===== config.mk =====
export PLATFORM = sky130hd
export DESIGN_NAME = isqrt_seq
export DESIGN_NICKNAME = d
export VERILOG_FILES = /design/src/rtl/isqrt_pkg.sv /design/src/rtl/isqrt_step.sv /design/src/rtl/isqrt_seq.sv
export SDC_FILE = /design/constraint.sdc
export NUM_CORES = 1
export LEC_CHECK = 0
export CAP_MARGIN = 20
export CORE_ASPECT_RATIO = 0.9
export CORE_UTILIZATION = 45
export CTS_BUF_LIST = sky130_fd_sc_hd__clkbuf_8
export CTS_CLUSTER_SIZE = 30
export DETAILED_ROUTE_END_ITERATION = 8
export PLACE_DENSITY = 0.81
export SETUP_SLACK_MARGIN = 0.15
export SLEW_MARGIN = 5
export SYNTH_ARGS = -nofsm -noshare
export SYNTH_HDL_FRONTEND = slang
export SYNTH_SLANG_ARGS = --single-unit

===== constraint.sdc =====
create_clock -name clk -period 4.4 [get_ports clk]
set_input_delay 1.1 -clock clk [delete_from_list [all_inputs] [get_ports clk]]
set_output_delay 1.1 -clock clk [all_outputs]
set_load 0.01 [all_outputs]

===== src/rtl/isqrt_pkg.sv =====
//------------------------------------------------------------------------------
// isqrt_pkg
//------------------------------------------------------------------------------
// Shared definitions for the sequential integer square-root unit:
//   - FSM state enumeration
//   - default radicand width and derived root/remainder widths
//   - width helper functions for parameterised instances
//------------------------------------------------------------------------------
// Revision: 1.0 - initial release
//------------------------------------------------------------------------------
`default_nettype none

package isqrt_pkg;

  // Default radicand width: holds the full x*x + y*y value of the datapath.
  localparam int DEFAULT_WIDTH = 16;

  // Root width and remainder width for the default radicand width.
  localparam int R     = DEFAULT_WIDTH / 2;
  localparam int REM_W = R + 1;

  typedef enum logic [1:0] {
    IDLE = 2'd0,
    CALC = 2'd1,
    DONE = 2'd2
  } state_t;

  // Root width for an arbitrary (even) radicand width.
  function automatic int root_w(input int width);
    return width / 2;
  endfunction

  // Remainder width: remainder <= 2*root, so one bit more than the root.
  function automatic int rem_w(input int width);
    return (width / 2) + 1;
  endfunction

endpackage

`default_nettype wire


===== src/rtl/isqrt_step.sv =====
//------------------------------------------------------------------------------
// isqrt_step
//------------------------------------------------------------------------------
// One iteration of the restoring digit-by-digit square root: brings in the
// next two radicand bits, tries to set the next root bit and keeps the
// remainder if the trial subtraction does not go negative.
// Purely combinational.
//
// Ports:
//   rem_i   [ROOT_W:0]    partial remainder before this step
//   root_i  [ROOT_W-1:0]  partial root before this step
//   bits_i  [1:0]         next two radicand bits (MSB first)
//   rem_o   [ROOT_W:0]    partial remainder after this step
//   root_o  [ROOT_W-1:0]  partial root after this step
//------------------------------------------------------------------------------
// Revision: 1.0 - initial release
//------------------------------------------------------------------------------
`default_nettype none

module isqrt_step
  import isqrt_pkg::*;
#(
  parameter int ROOT_W = R
) (
  input  logic [ROOT_W:0]   rem_i,
  input  logic [ROOT_W-1:0] root_i,
  input  logic [1:0]        bits_i,
  output logic [ROOT_W:0]   rem_o,
  output logic [ROOT_W-1:0] root_o
);

  logic [ROOT_W+2:0] rem_sh;   // (rem << 2) | bits
  logic [ROOT_W+1:0] trial;    // (root << 2) | 1
  logic [ROOT_W:0]   diff;
  logic              take;

  assign rem_sh = {rem_i, bits_i};
  assign trial  = {root_i, 2'b01};
  assign take   = (rem_sh >= {1'b0, trial});

  // When the trial is taken the true difference is <= 2*root_next and fits
  // in ROOT_W+1 bits, so subtracting only the low bits gives the exact value.
  assign diff   = rem_sh[ROOT_W:0] - trial[ROOT_W:0];

  assign rem_o  = take ? diff : rem_sh[ROOT_W:0];

  // The top root bit is always clear before the final step, so the shift
  // never loses information.
  assign root_o = {root_i[ROOT_W-2:0], take};

endmodule

`default_nettype wire


===== src/rtl/isqrt_seq.sv =====
//------------------------------------------------------------------------------
// isqrt_seq
//------------------------------------------------------------------------------
// Sequential integer square root: root = floor(sqrt(radicand)),
// remainder = radicand - root^2. One root bit per enabled clock,
// valid/ready handshake on both sides, global clock enable.
//
// Ports:
//   clk        clock
//   rst_n      asynchronous active-low reset
//   ena        global enable; 0 freezes all state, no handshake completes
//   in_valid   radicand present
//   in_ready   unit can accept a radicand (IDLE)
//   radicand   [WIDTH-1:0] unsigned operand, sampled on the accepting edge
//   out_valid  result present (DONE)
//   out_ready  consumer accepts result
//   root       [WIDTH/2-1:0] floor(sqrt(radicand))
//   remainder  [WIDTH/2:0]   radicand - root^2
//------------------------------------------------------------------------------
// Revision: 1.0 - initial release
//------------------------------------------------------------------------------
`default_nettype none

module isqrt_seq
  import isqrt_pkg::*;
#(
  parameter int WIDTH = DEFAULT_WIDTH
) (
  input  logic                   clk,
  input  logic                   rst_n,
  input  logic                   ena,
  input  logic                   in_valid,
  output logic                   in_ready,
  input  logic [WIDTH-1:0]       radicand,
  output logic                   out_valid,
  input  logic                   out_ready,
  output logic [root_w(WIDTH)-1:0] root,
  output logic [rem_w(WIDTH)-1:0]  remainder
);

  localparam int ROOT_W = root_w(WIDTH);
  localparam int RMD_W  = rem_w(WIDTH);
  localparam int ITER_W = (ROOT_W > 1) ? $clog2(ROOT_W) : 1;
  localparam logic [ITER_W-1:0] ITER_INIT = ITER_W'(ROOT_W - 1);

  generate
    if ((WIDTH % 2) != 0 || WIDTH < 4) begin : g_bad_width
      $error("isqrt_seq: WIDTH must be even and at least 4");
    end
  endgenerate

  state_t              state_q, state_d;
  logic [WIDTH-1:0]    sh_q,    sh_d;
  logic [ROOT_W-1:0]   root_q,  root_d;
  logic [RMD_W-1:0]    rem_q,   rem_d;
  logic [ITER_W-1:0]   iter_q,  iter_d;

  logic [ROOT_W-1:0]   step_root;
  logic [RMD_W-1:0]    step_rem;

  isqrt_step #(
    .ROOT_W (ROOT_W)
  ) u_step (
    .rem_i  (rem_q),
    .root_i (root_q),
    .bits_i (sh_q[WIDTH-1:WIDTH-2]),
    .rem_o  (step_rem),
    .root_o (step_root)
  );

  always_ff @(posedge clk or negedge rst_n) begin
    if (!rst_n) begin
      state_q <= IDLE;
      sh_q    <= '0;
      root_q  <= '0;
      rem_q   <= '0;
      iter_q  <= '0;
    end else begin
      state_q <= state_d;
      sh_q    <= sh_d;
      root_q  <= root_d;
      rem_q   <= rem_d;
      iter_q  <= iter_d;
    end
  end

  always_comb begin
    state_d   = state_q;
    sh_d      = sh_q;
    root_d    = root_q;
    rem_d     = rem_q;
    iter_d    = iter_q;
    in_ready  = 1'b0;
    out_valid = 1'b0;

    // Handshake flags depend on state only, never on in_valid/out_ready.
    case (state_q)
      IDLE:    in_ready  = 1'b1;
      DONE:    out_valid = 1'b1;
      default: ;
    endcase

    if (ena) begin
      case (state_q)
        IDLE: begin
          if (in_valid) begin
            sh_d    = radicand;
            root_d  = '0;
            rem_d   = '0;
            iter_d  = ITER_INIT;
            state_d = CALC;
          end
        end
        CALC: begin
          sh_d   = {sh_q[WIDTH-3:0], 2'b00};
          root_d = step_root;
          rem_d  = step_rem;
          if (iter_q == '0) begin
            state_d = DONE;
          end else begin
            iter_d = iter_q - 1'b1;
          end
        end
        DONE: begin
          if (out_ready) begin
            state_d = IDLE;
          end
        end
        default: state_d = IDLE;
      endcase
    end
  end

  assign root      = root_q;
  assign remainder = rem_q;

endmodule

`default_nettype wire


After elaboration in Yosys (flattened, before gate mapping):

Cells that the tools add are included.

* magnitude comparators: 1
* $add $sub $neg: 2
* mux-type cells: 16
* equality and inequality tests: 6
* reduce and logical (&&, ||, !) cells: 6

Operator list (number)
* $pmux 16 s2: 1
* $mux 9: 2
* $pmux 9 s2: 1
* $mux 16: 1
* $pmux 8 s2: 1
* $ge 11x10->1: 1
* $sub 9x9->9: 1
* $mux 8: 1
* $ne 2x2->1 const B: 4
* $reduce_and 4->1: 2
* $mux 2: 3
* $mux 3: 2
* $pmux 2 s3: 1
* $pmux 3 s2: 1
* $logic_not 3->1: 1
* $reduce_and 3->1: 1
* $sub 3x1->3 const B: 1
* $eq 2x1->1 const B: 1
* $eq 2x2->1 const B: 1
* $logic_not 2->1: 1
* $mux 1: 2
* $reduce_bool 2->1: 1

* flip-flop bits (word level): 38
* word-level logic and storage cells: 36

Longest topological paths before layout:

Gate-level depths: netlist of run 1.

* word-level depth: 3
* mapped depth: 8

By module:

Synthesis of run 1 repeated with hierarchy kept, for this count alone.

* cells, all modules: 223
* area total of the unflattened synthesis: 2312.2 um2

Modules (own cells, without submodules)
* isqrt_seq: area each 1697.9 um2, cells an instance 141, sequential area each 950.9 um2, times used 1
* isqrt_step: area each 614.3 um2, cells an instance 82, sequential area each 0.0 um2, times used 1

Least setup slack after synthesis of run 1:

No wires, ideal clock.

* kind: input to register
* from: input port ena
* to: register sh_q[10]
* buffers on the path: 2
* setup slack: 2322 ps
* stages on the path: 5
* data arrival time: 1943 ps
* data required time: 4265 ps
* path through: nand2b_1 > o21bai_1 > clkbuf_1 > clkbuf_1 > o21ai_0

* longest elaborated chain between the ends: 1

Ends and longest elaborated chain
* start: declaration: line isqrt_seq.sv:31 `input logic ena,`
* $reduce_and 3->1 (no line)
* end signal: assignment: line isqrt_seq.sv:74 `sh_q <= '0;`
* end signal: assignment: line isqrt_seq.sv:80 `sh_q <= sh_d;`
* end: declaration: line isqrt_seq.sv:53 `logic [WIDTH-1:0] sh_q, sh_d;`

Every way passes these cells.
A chain may end at the register's enable or synchronous reset.

Final worst setup path of run 1:

* from: input port in_valid
* to: register rem_q[1], in the netlist remainder[1]

* longest elaborated chain between the ends: 2

Ends and longest elaborated chain
* start: declaration: line isqrt_seq.sv:32 `input logic in_valid,`
* $ne 2x2->1 (no line)
* $reduce_and 3->1 (no line)
* end signal: assignment: line isqrt_seq.sv:82 `rem_q <= rem_d;`
* end: declaration: line isqrt_seq.sv:55 `logic [RMD_W-1:0] rem_q, rem_d;`

Every way passes these cells.

==> summary.txt, run 1 <==
STA
  – Final Cycle Share: 0.5987
  – Slew @ Worst Pin: 0.9537 ns
  – Tmin final: 2.634 ns
  – RSZ-0062 raised after global routing: false
  – Max-slew headroom: 0.3638
  – Final hold violation count: 0
  – Setup Viol. Count Final: 0
  – Pins over their slew limit: 0
  – Max frequency: 0.3796 GHz
  – Setup TNS: 0 ns
  – Clk_skew: 0.007375 ns

Clock tree
  – Reg clk slew, reported paths: 0.07 ns
  – Post-CTS sizing: 0
  – CTS tree: built
  – Total CTS buffers: 5
  – Worst-Skew Late Latency: about 0.29 ns
  – Root Buffer: clkbuf_8
  – Max clock buf depth: 2
  – # hold bufs at CTS: 0
  – Postcts setup bufs: 0
  – H-Tree Depth: 2
  – Clk sink count: 38

Final layout
  – Ratio of cells with drive above 1 in the final layout: 0.06818
  – Syn-to-layout area delta: 25.86%
  – Nets: 297
  – Reg area: 950.9 sq um
  – Filler Cells Inserted: 413
  – Diodes inserted: 0
  – Final Util: 0.5942
  – Area of the multi-input gates: approximately 1100 sq um

Yosys
  – Yosys cell types: 38
  – Ys Warns: 0
  – Synth Cell Area: 2120 sq um
  – Synth Instances: roughly 230
  – Area share of the largest cell type after synthesis: 0.4486
  – Async SR Flop Fraction: 1.000
  – Post-synthesis net count: 258
  – Dominant synthesized flop cell: dfrtp_1
  – Top cells by area, synth: dfrtp_1 45%, ha_1 7.1%, o21ai_0 6.8%
  – Yosys reg bits: 38
  – Synth area leader: dfrtp_1
  – Avg Inst Size Synth: 9.420 sq um
  – Post-synthesis sequential area ratio: 0.4486
  – EDFF count, synth: 0

Global route
  – Initial antenna violation count: 0
  – Overall routing resource usage: 0.2106
  – Global-route wire length before repair: 7831 microns
  – Total gr overflow: 0
  – Largest net degree at the start of global routing: 39
  – Vias in the first global route: 1701

Setup path
  – RR Startpoint: root[0]
  – Largest fanout on the critical path: 28
  – Reg2Reg Capture Point: remainder[0]
  – Slowest-stage cell, CP: o21bai_2
  – Critical Path Start Type: input pin
  – Crit path DAT: 2.81 ns
  – Worst Setup End Kind: flop
  – CP peak stage delay: 0.75 ns
  – Cells along the critical path: clkdlybuf4s50_1 > o21bai_2 > buf_4 > nand2_1 > o311ai_0
  – FF-to-FF setup slack: 2.22 ns
  – Critical path class: in2reg
  – R2R depth: 7
  – Worst endpoint required time: 4.58 ns

Placed design
  – Final Wtd Congestion: roughly 0.8
  – IO Port Bufs: 39
  – Post-detail-place hpwl: 3303 microns

Floorplan
  – Row cnt: 23
  – I/O pin count: 40
  – Die X: 74.34 microns
  – Starting Density: 0.4721
  – Core area: approximately 4500 sq um
  – Die Y: 67.11 microns
  – Area of the die: 4989 sq um

Detailed routing
  – Vias: 1781
  – Total wire length: between 4000 and 5000 microns
  – Antenna violation net count after detailed routing: 0
  – Vias/cell: between 5 and 6
  – DRC: 0
  – DR WL/cell: about 14 microns
  – Detailed Routing Iterations Pass 1: 4
  – Drt first-iter violations: between 90 and 100

Min path
  – Worst min path class: reg2reg
  – Launch point of the worst hold path: iter_q[0]
  – Worst hold stages: 1
  – Sink of the worst hold path: iter_q[0]

Power and ir drop
  – Pleak: 0.001245 uW
  – Pwr Density: 814.4 nW/um^2
  – Peak supply drop: 0.0003887 V

Flow run
  – Max Cap Viol: 0

Run status
  – Status: completed
registers in the layout (all words and copies together) (netlist names):
| signal | count |
|---|---|
| state_q | 2 |
| iter_q | 3 |
| sh_q | 16 |
| remainder | 9 |
| root | 8 |
metrics by stage:
stage / std cells / power (uW) / hold slack (ns) / worst slack (ns) / instance area [sq um]
after floorplan: 225 / 1500 / 0.4396 / 2.322 / 2120
after global placement: 319 / 1828 / 0.4514 / 1.472 / 2555
after detailed placement: 319 / 1874 / 0.4616 / 1.470 / 2555
after CTS: 326 / 2187 / 0.4734 / 1.772 / 2668
after global routing: 326 / 2372 / 0.5213 / 1.554 / 2668
final: 326 / 2172 / 0.4739 / 1.766 / 2668
critical path, delay by kind of cell:
family | cells | cell delay (ns)
compound gates | 2 | 0.84
buf+inv | 2 | 0.79
simple gates | 1 | 0.07
final cells by class:
type	count	area share
multi-input cells	163	0.4010
flip-flops and latches	38	0.3565
repair buffers	41	0.1501
clock buffers	6	0.03096
well taps	62	0.02908
inverters	15	0.02111
clock inverters	1	0.01126
cell families (layout without fill, tap and decap cells):
| family | after synthesis | in the layout | share of synthesized area |
|---|---|---|---|
| AND/OR/NAND/NOR | 70 | 70 | 0.1535 |
| AO/OA/AOI/OAI | 61 | 61 | 0.1877 |
| flip-flops | 38 | 38 | 0.4486 |
| buffers and inverters | 24 | 63 | 0.04840 |
| multiplexers | 14 | 14 | 0.06611 |
| adder cells (fa/ha/maj) | 12 | 12 | 0.07084 |
| XOR/XNOR | 6 | 6 | 0.02480 |
cells in the mapped netlist (6+ instances only):
master   count
dfrtp_1     38
nor2_1      10
mux2i_1     14
nand3_1      6
nand2_1     36
o21ai_0     29
ha_1        12
a21oi_1      6
inv_1       14
cells in the final DEF, fill, tap and decap left out, drive strengths merged, types with 3 or more instances in the layout:
| cell | count |
|---|---|
| a21oi | 6 |
| a22o | 3 |
| a32oi | 3 |
| and3 | 3 |
| clkbuf | 7 |
| clkdlybuf4s50 | 38 |
| dfrtp | 38 |
| ha | 12 |
| inv | 15 |
| mux2i | 14 |
| nand2 | 36 |
| nand2b | 3 |
| nand3 | 6 |
| nor2 | 11 |
| nor3 | 4 |
| o21a | 4 |
| o21ai | 29 |
| o311ai | 4 |
| o31ai | 4 |
| xnor2 | 3 |
| xor2 | 3 |
how the worst max path moves through the flow:
stage,from,to,slack (ns),depth (start not counted)
after floorplan,ena,sh_q[10],2.32,5
after global placement,in_valid,remainder[1],1.47,5
after detailed placement,in_valid,remainder[1],1.47,5
after CTS,in_valid,remainder[1],1.77,5
after global routing,in_valid,remainder[1],1.55,5
final,in_valid,remainder[1],1.77,5
power by group:
part / switching, uW / total (uW) / internal, uW
registers: 131 / 639 / 507
clock network: 120 / 301 / 181
logic: 660 / 1230 / 573
per-layer routing:
layer | global-route usage | part of all wire
met5 | 0 | 0
met4 | 0.06840 | 0.011
met3 | 0.04690 | 0.048
met2 | 0.3341 | 0.45
met1 | 0.2857 | 0.49
No activity file was read; power rests on OpenSTA's default activity.
==> run 2: changes to the inputs <==
PLACE_DENSITY = 0.83   (was 0.81)
clock period = 2.11 ns   (was 4.4 ns; I/O delays follow)
==> run 2 against run 1 <==
Register-to-register slack worse by 2.1 ns. Count of clock-buffer cells in the layout stayed put. Routed wire length is 5.2% higher. Global-route usage is 0.31 points higher. Clock power is 72% higher. Critical endpoint is now remainder[8]. Highest routed layer unchanged.
==> summary.txt, run 2 (same netlist as run 1, synthesis figures left out) <==
Run status
  – Status: completed

Clock tree
  – Total CTS buffers: 5
  – Worst-Skew Late Latency: ~0.3 ns
  – CTS tree: built
  – Max clock buf depth: 2
  – Reg clk slew, reported paths: approximately 0.080 ns
  – Root Buffer: clkbuf_8
  – # hold bufs at CTS: 0
  – H-Tree Depth: 2
  – Clk sink count: 38

Final layout
  – Ratio of cells with drive above 1 in the final layout: 0.1901
  – Finished layout cell area: 2922 sq um
  – Final Util: 0.6508
  – Syn-to-layout area delta: 37.84%
  – Max reg flops: 16
  – Nets: 316
  – Reg with most FFs: sh_q
  – Most frequent cells in the layout: 36 x nand2_1, 36 x clkdlybuf4s50_1, 34 x dfrtp_1, 28 x o21ai_0, 19 x buf_4
  – Diodes inserted: 0

Power and ir drop
  – Peak supply drop: between 0.0008 and 0.0009 V
  – Pwr Density: 1734 nW/um^2
  – P_sw: 2089 uW
  – Combinational power share: 0.637
  – Switching share of power: 0.4122
  – Pleak: 0.001382 uW
  – Clock Power Share: 0.102
  – Internal Power: 2978 uW
  – Sequential power share: 0.261
  – Total Power: ~5000 uW

Detailed routing
  – Total wire length: 4824 microns
  – DR WL/cell: 13.94 microns
  – DRC: 0
  – Vias/cell: 5.390
  – Drt first-iter violations: 89
  – Antenna violation net count after detailed routing: 0
  – Vias: 1865
  – Detailed Routing Iterations Pass 1: 4

Min path
  – Worst min path class: in2async

Global route
  – Overall routing resource usage: 0.2137
  – Largest net degree at the start of global routing: 48
  – Initial antenna violation count: 0
  – Vias in the first global route: 1688
  – Global-route wire length before repair: ~7900 microns
  – Total gr overflow: 0

STA
  – Final hold violation count: 0
  – Tmin final: 1.974 ns
  – Clk_skew: 0.008843 ns
  – Final Cycle Share: 0.9357
  – Pins over their slew limit: 0
  – RSZ-0062 raised after global routing: true
  – Setup TNS: 0 ns
  – Max-slew headroom: 0.6744
  – Max frequency: 0.5065 GHz
  – Slew @ Worst Pin: 0.4884 ns
  – Setup Viol. Count Final: 0

Floorplan
  – Row cnt: 23
  – Core area: 4489 sq um
  – I/O pin count: 40
  – Area of the die: 4989 sq um
  – Die Y: 67.11 microns
  – Die X: 74.34 microns
  – Starting Density: 0.4721

Setup path
  – Crit path DAT: 2.19 ns
  – Crit path capture: remainder[8]
  – Setup crit start: root[0]
  – Reg2Reg Capture Point: remainder[8]
  – FF-to-FF setup slack: 0.14 ns
  – Critical path class: reg2reg
  – Largest fanout on the critical path: 4
  – Cells along the critical path: inv_2 > ha_4 > and2b_1 > o2111ai_2 > a21oi_1 > or4_1 > o31ai_2
  – RR Startpoint: root[0]
  – CP peak stage delay: 0.53 ns
  – Slowest-stage cell, CP: or4_1
  – Worst Setup End Kind: flop
  – Critical Path Start Type: flop
  – Worst endpoint required time: approximately 2.3 ns
  – R2R depth: 7

Placed design
  – IO Port Bufs: 39
  – Post-detail-place hpwl: 3275 microns
  – Final Wtd Congestion: between 0.8 and 0.9
  – Dpl cell area: 2673 sq um

Flow run
  – Max Cap Viol: 0
[run 2: cell count changes in the layout (fill, tap and decap cells not counted), sizes merged]
cell	delta
dlymetal6s2s	+2
inv	+1
buf	+20
clkbuf	-1
clkdlybuf4s50	-2
clkinv	+1
bufinv	-1
[run 2: area by class of cell]
cell class	count	area (sq um)
timing repair buffer	60	573.1
sequential	38	955.9
tap	62	77.57
clock inverter	2	8.758
fill	372	1568
multi-input combinational	163	1167
clock buffer	6	82.58
inverter	15	56.30
[run 2: worst min-delay path by stage]
stage / start / to / slack [ns]
final: rst_n / remainder[5] / 0.27
after detailed placement: iter_q[0] / iter_q[0] / 0.46
after CTS: rst_n / sh_q[12] / 0.28
after global placement: iter_q[0] / iter_q[0] / 0.45
after global routing: rst_n / remainder[5] / 0.31
after floorplan: rst_n / iter_q[0] / 0.23
[run 2: worst max-delay path, delay by kind of cell, from the launching register on]
kind	cells	cell delay, ns
AND/OR/NAND/NOR	2	0.70
buffers and inverters	1	0.09
adder cells (fa/ha/maj)	1	0.21
AO/OA/AOI/OAI	3	0.50
flip-flops	1	0.40
[run 2: repair_timing]
item	4_1_cts	5_1_grt
setup endpoints to repair	8	12
gates resized for setup	4	14
setup buffers	2	8
pin swaps	1	2
[run 2: metrics by stage]
stage                     hold WS, ns  setup slack [ns]  instances
final                          0.2661            0.1357        346
after floorplan                0.2319            0.1573        225
after detailed placement       0.4577           0.09096        328
after CTS                      0.2812           0.09971        338
after global placement         0.4513            0.1151        328
after global routing           0.3141           0.02969        346
[run 2: routing by layer]
layer / track usage / up-vias / share of wire
met5: 0 / - / 0
met4: 0.05660 / 0 / 0.012
met3: 0.04841 / 5 / 0.035
met2: 0.3398 / 38 / 0.47
met1: 0.2943 / 909 / 0.48
li1: - / 913 / -
[run 2: power by group through the flow]
stage / clock, uW / combinational (uW) / sequential, uW
after floorplan: 0 / 1870 / 1350
after global placement: 0 / 2730 / 1320
after detailed placement: 0 / 2810 / 1330
after CTS: 524 / 2940 / 1320
after global routing: 550 / 3540 / 1360
final: 518 / 3230 / 1320
